===== src/rtl/sym_ld_pkg.sv =====
// rtl/sym_ld_pkg.sv - shared sizes and FSM state type for the symmetric 4x4 matrix load controller
package sym_ld_pkg;

  localparam int N_DIAG     = 4;
  localparam int N_OFFD     = 6;
  localparam int DATA_W_DEF = 16;
  localparam int SEL1_W     = 2;
  localparam int SEL2_W     = 3;

  typedef enum logic [1:0] {
    ST_IDLE = 2'd0,
    ST_LOAD = 2'd1,
    ST_FULL = 2'd2
  } state_e;

endpackage


===== src/rtl/ld_chan.sv =====
// rtl/ld_chan.sv - one element channel: slot counter, ready, registered sel/data/write strobe
module ld_chan #(
  parameter int N_SLOTS = 4,
  parameter int SEL_W   = 2,
  parameter int DATA_W  = 16
) (
  input  logic              clk,
  input  logic              rst_n,
  input  logic              i_clear,
  input  logic              i_active,
  input  logic              i_drop,
  input  logic              i_valid,
  input  logic [DATA_W-1:0] i_data,
  output logic              o_ready,
  output logic [SEL_W-1:0]  o_sel,
  output logic [DATA_W-1:0] o_data,
  output logic              o_wr_en,
  output logic              o_full_next
);

  localparam int CNT_W = $clog2(N_SLOTS + 1);
  localparam logic [CNT_W-1:0] LP_FULL = CNT_W'(N_SLOTS);
  localparam logic [CNT_W-1:0] LP_LAST = CNT_W'(N_SLOTS - 1);

  logic [CNT_W-1:0]  r_cnt;
  logic [SEL_W-1:0]  r_sel;
  logic [DATA_W-1:0] r_data;
  logic              r_wr_en;
  logic              w_accept;

  assign o_ready  = i_active && (r_cnt < LP_FULL);
  // A dropped handshake (abort) neither writes nor advances the slot count.
  assign w_accept = i_valid && o_ready && !i_drop;
  // Channel will hold all its slots after this edge; lets the FSM complete without waiting a cycle.
  assign o_full_next = (r_cnt == LP_FULL) || (w_accept && (r_cnt == LP_LAST));

  always_ff @(posedge clk or negedge rst_n) begin
    if (!rst_n) begin
      r_cnt   <= '0;
      r_sel   <= '0;
      r_data  <= '0;
      r_wr_en <= 1'b0;
    end else begin
      r_wr_en <= w_accept;
      if (i_clear) begin
        r_cnt <= '0;
      end else if (w_accept) begin
        r_cnt <= r_cnt + 1'b1;
      end
      if (w_accept) begin
        r_sel  <= r_cnt[SEL_W-1:0];
        r_data <= i_data;
      end
    end
  end

  assign o_sel   = r_sel;
  assign o_data  = r_data;
  assign o_wr_en = r_wr_en;

endmodule


===== src/rtl/sym_matrix_load_ctrl.sv =====
// rtl/sym_matrix_load_ctrl.sv - loads 4 diagonal and 6 off-diagonal elements of a symmetric 4x4 matrix
module sym_matrix_load_ctrl
  import sym_ld_pkg::*;
#(
  parameter int DATA_W = DATA_W_DEF
) (
  input  logic              clk,
  input  logic              rst_n,
  input  logic              start,
  input  logic              abort,
  input  logic              diag_valid,
  input  logic [DATA_W-1:0] diag_data,
  output logic              diag_ready,
  input  logic              offd_valid,
  input  logic [DATA_W-1:0] offd_data,
  output logic              offd_ready,
  output logic [SEL1_W-1:0] sel1,
  output logic [SEL2_W-1:0] sel2,
  output logic [DATA_W-1:0] data_out1,
  output logic [DATA_W-1:0] data_out2,
  output logic              wr_en1,
  output logic              wr_en2,
  output logic              busy,
  output logic              matrix_valid,
  output logic              load_done,
  input  logic              consume
);

  state_e r_state;
  logic   r_busy;
  logic   r_matrix_valid;
  logic   r_load_done;

  logic   w_active;
  logic   w_abort;
  logic   w_clear;
  logic   w_diag_full;
  logic   w_offd_full;

  assign w_active = (r_state == ST_LOAD);
  assign w_abort  = w_active && abort;
  assign w_clear  = ((r_state == ST_IDLE) && start) || w_abort;

  ld_chan #(
    .N_SLOTS (N_DIAG),
    .SEL_W   (SEL1_W),
    .DATA_W  (DATA_W)
  ) u_diag (
    .clk         (clk),
    .rst_n       (rst_n),
    .i_clear     (w_clear),
    .i_active    (w_active),
    .i_drop      (w_abort),
    .i_valid     (diag_valid),
    .i_data      (diag_data),
    .o_ready     (diag_ready),
    .o_sel       (sel1),
    .o_data      (data_out1),
    .o_wr_en     (wr_en1),
    .o_full_next (w_diag_full)
  );

  ld_chan #(
    .N_SLOTS (N_OFFD),
    .SEL_W   (SEL2_W),
    .DATA_W  (DATA_W)
  ) u_offd (
    .clk         (clk),
    .rst_n       (rst_n),
    .i_clear     (w_clear),
    .i_active    (w_active),
    .i_drop      (w_abort),
    .i_valid     (offd_valid),
    .i_data      (offd_data),
    .o_ready     (offd_ready),
    .o_sel       (sel2),
    .o_data      (data_out2),
    .o_wr_en     (wr_en2),
    .o_full_next (w_offd_full)
  );

  always_ff @(posedge clk or negedge rst_n) begin
    if (!rst_n) begin
      r_state        <= ST_IDLE;
      r_busy         <= 1'b0;
      r_matrix_valid <= 1'b0;
      r_load_done    <= 1'b0;
    end else begin
      r_load_done <= 1'b0;
      case (r_state)
        ST_IDLE: begin
          if (start) begin
            r_state <= ST_LOAD;
            r_busy  <= 1'b1;
          end
        end
        ST_LOAD: begin
          // Abort wins even when the last elements arrive in the same cycle.
          if (abort) begin
            r_state <= ST_IDLE;
            r_busy  <= 1'b0;
          end else if (w_diag_full && w_offd_full) begin
            r_state        <= ST_FULL;
            r_busy         <= 1'b0;
            r_matrix_valid <= 1'b1;
            r_load_done    <= 1'b1;
          end
        end
        ST_FULL: begin
          if (consume) begin
            r_state        <= ST_IDLE;
            r_matrix_valid <= 1'b0;
          end
        end
        default: begin
          r_state        <= ST_IDLE;
          r_busy         <= 1'b0;
          r_matrix_valid <= 1'b0;
        end
      endcase
    end
  end

  assign busy         = r_busy;
  assign matrix_valid = r_matrix_valid;
  assign load_done    = r_load_done;

endmodule


===== config.mk =====
export PLATFORM = sky130hd
export DESIGN_NAME = sym_matrix_load_ctrl
export DESIGN_NICKNAME = d
export VERILOG_FILES = /design/src/rtl/sym_ld_pkg.sv /design/src/rtl/ld_chan.sv /design/src/rtl/sym_matrix_load_ctrl.sv
export SDC_FILE = /design/constraint.sdc
export NUM_CORES = 1
export LEC_CHECK = 0
export ABC_AREA = 1
export BUFFER_PORTS_ARGS = -buffer_cell sky130_fd_sc_hd__buf_2
export CORE_UTILIZATION = 51
export CTS_CLUSTER_SIZE = 24
export DETAILED_ROUTE_END_ITERATION = 8
export PLACE_DENSITY = 0.83
export SYNTH_ARGS = -nofsm -noshare
export SYNTH_HDL_FRONTEND = slang
export SYNTH_SLANG_ARGS = --single-unit
export TNS_END_PERCENT = 5

===== constraint.sdc =====
create_clock -name clk -period 3.4 [get_ports clk]
set_clock_uncertainty 0.1 [all_clocks]
set_input_delay 0.17 -clock clk [delete_from_list [all_inputs] [get_ports clk]]
set_output_delay 0.17 -clock clk [all_outputs]
set_load 0.01 [all_outputs]

==> flow_summary.toml <==
[cts]
cts_root_buf = "clkbuf_8"
numCtsBuffers = 5
h-tree-depth = 2
cts_buffer_depth = 2
cts.sinks = 50
insertion_delay_ps = 300
cts_resized = 0
tritoncts = "done"
path_clk_slew_ps = 80

[synthesis]
syn-cell-area_um2 = 2100
ys_types = 22
synth_edf_count = 0
syn_area_per_cell_um2 = 8.96
yosysWarnings = 0
ys_seq_area_share_pct = 59.7
synth_seq_cells = 50
synth-main-ff-cell = "dfrtp_1"
synthArstFlopShare_pct = 100
synth_nets = 279
synthCells = 234

[cells_and_area]
final_cells = 398
drive_gt1_share_pct = 28.0
nets = 394
area_growth_pct = 40.8
antenna_cells = 0
final_common_cell = "nand2_1"
final_cell_mix = "118 x nand2_1, 82 x buf_2, 50 x dfrtp_1"

[sta]
relSlewSlack_pct = 30.1
min_period_over_period_pct = 51.0
setup_ws_ps = 1670
setup_viol = 0
rsz0062_at_grt = "no"
worstMarginPinSlew_ps = 1050
period_needed_ps = 1730
fmax_mhz = 577
finalHoldViolCount = 0
slew_viol_final = 0
hold_slack_ps = 74.4
fin_setup_tns_ps = 0

[power]
power_switching_mw = 0.484
vdd_drop_max_uv = 314
p_comb_share_pct = 25.9
power.share.clock_pct = 25.3
power_leakage_nw = 1.71
power.total_mw = 1.60
pwr_density_cell_nw_per_um2 = 543
p_seq_share_pct = 48.8
netSwitchingFraction_pct = 30.2
internal-power_mw = 1.12

[drt]
drc = 0
firstDrtPassIters = 4
num_vias = 1885
antenna_left = 0
wl_per_cell_um = 12.2
drt_iter0_drc = 90
routed_wl_um = 4860
viasPerCell = 4.74

[worst_setup_path]
cp-endpoint = "u_diag.r_cnt[0]$_DFFE_PN0P_"
cp_num_buf_inv = 2
startpoint = "r_state[1]$_DFFE_PN0P_"
crit_family = "simple AND/OR/NAND/NOR gates"
rr_startpoint = "r_state[1]$_DFFE_PN0P_"
crit_path_max_incr_delay_ps = 420
critPathKind = "reg -> reg"
critPathCaptureType = "flip-flop"
start_kind = "flip-flop"
cp.depth = 7
reg2reg_to = "u_diag.r_cnt[0]$_DFFE_PN0P_"
critPathMaxFanout = 23
cp_slowest_cell = "dfrtp_1"
rr_worst_depth = 7
r2r_slack_ps = 1670
worstPathRequired_ps = 3520
crit_chain = "inv_2, nand2_2, nor2_4, nand2_2, inv_2, nand4_1, o21ai_0"
cp.arrival_ps = 1850

[floorplan]
start_util_pct = 55.2
die_h_um = 66.1
die_area_um2 = 4370
fp-row-count = 22
dieWidth_um = 66.1
core-area_um2 = 3800
ios = 83

[placement]
io_buffer_count = 82
place_ws_ps = 1690
dp_hpwl_um = 2900
gp_congestion = 0.897
dp_cells = 357

[global_routing]
grt_max_degree = 51
grt_pass1_vias = 1826
track_usage_pct = 24.1
grt_overflow = 0
antenna_found_initial = 0
grt_pass1_wl_um = 7800

[worst_hold_path]
hp-class = "in -> reg"

[run_status]
status = "completed"

[job]
cap_violations = 0
-- sequential cells by signal, summed over array words and instances (netlist names) --
name	cells
busy	1
load_done	1
matrix_valid	1
r_state	2
u_diag.o_data	16
u_diag.o_sel	2
u_diag.o_wr_en	1
u_diag.r_cnt	3
u_offd.o_data	16
u_offd.o_sel	3
u_offd.o_wr_en	1
u_offd.r_cnt	3
-- cell type report --
class	count	area (um^2)
Sequential cell	50	1250
Fill cell	272	847
Timing Repair Buffer	115	741
Multi-Input combinational cell	160	727
Clock buffer	7	76.3
Inverter	17	66.3
Tap cell	48	60.1
Clock inverter	1	30.0
-- power groups by stage --
stage / logic [mW] / registers (mW) / clock network, mW
floorplan: 0.148 / 0.846 / 0
global placement: 0.373 / 0.788 / 0
detailed placement: 0.385 / 0.789 / 0
CTS: 0.413 / 0.780 / 0.410
global route: 0.464 / 0.794 / 0.439
finish: 0.415 / 0.782 / 0.405
-- worst min-delay path by stage --
stage                 start                      endpoint  slack [ps]  cells past startpoint
2_1_floorplan         rst_n              busy$_DFFE_PN0P_        -230                      0
3_3_place_gp   diag_data[4]  u_diag.o_data[4]$_DFFE_PN0P_         260                      3
3_5_place_dp   diag_data[0]  u_diag.o_data[0]$_DFFE_PN0P_         270                      3
4_1_cts        offd_data[2]  u_offd.o_data[2]$_DFFE_PN0P_           9                      3
5_1_grt             consume        r_state[1]$_DFFE_PN0P_         100                      4
6_report            consume        r_state[1]$_DFFE_PN0P_          70                      4
-- repair_timing --
| item | in CTS | in global routing |
|---|---|---|
| hold buffers | 32 | 1 |
| endpoints found under the hold margin | 81 | 1 |
| setup buffers | 0 | 0 |
| endpoints found under the setup margin | 0 | 0 |
-- through the flow --
step | utilization [%] | cell area (um^2)
final | 77.7 | 2950
after floorplan | - | 2100
after detailed placement | 66.2 | 2510
after global placement | 66.2 | 2510
after CTS | 77.4 | 2940
after global routing | 77.7 | 2950
-- worst reg2reg max path, delay by kind of cell, from the launching register on --
family,cells,cell delay (ps)
AOI/OAI and AO/OA,1,90
buffers and inverters,2,450
and+or+nand+nor,4,610
DFF,1,420
-- synthesized netlist by cell type, types with 2 or more instances --
cell       n  area (um^2)
nand2_1  118          443
dfrtp_1   50         1250
inv_1     14         52.6
nor2_1     8         30.0
o21ai_0    8         40.0
nand3_1    7         35.0
ha_1       6         75.1
buf_2      3         15.0
nand2_2    3         18.8
buf_4      2         15.0
buf_6      2         22.5
inv_2      2         7.51
nor2_4     2         22.5
-- kinds of logic (layout without fill, tap and decap cells) --
logic type	count (synthesis)	count (layout)	synth area share (%)
AO/OA/AOI/OAI	11	11	2.92
XOR/XNOR	1	1	0.418
adder cells (fa/ha/maj)	6	6	3.58
buffers and inverters	24	140	5.67
flip-flops	50	50	59.7
AND/OR/NAND/NOR	142	142	27.7
-- routing by layer --
metal	track usage, %	up-vias	routed length [um]	part of all wire [%]
li1	-	944	-	-
met5	0	-	0	0
met3	7.76	6	313	6.4
met1	28.5	860	2070	43
met4	6.91	0	46	0.95
met2	41.7	75	2430	50
No activity file was read; power rests on OpenSTA's default activity.
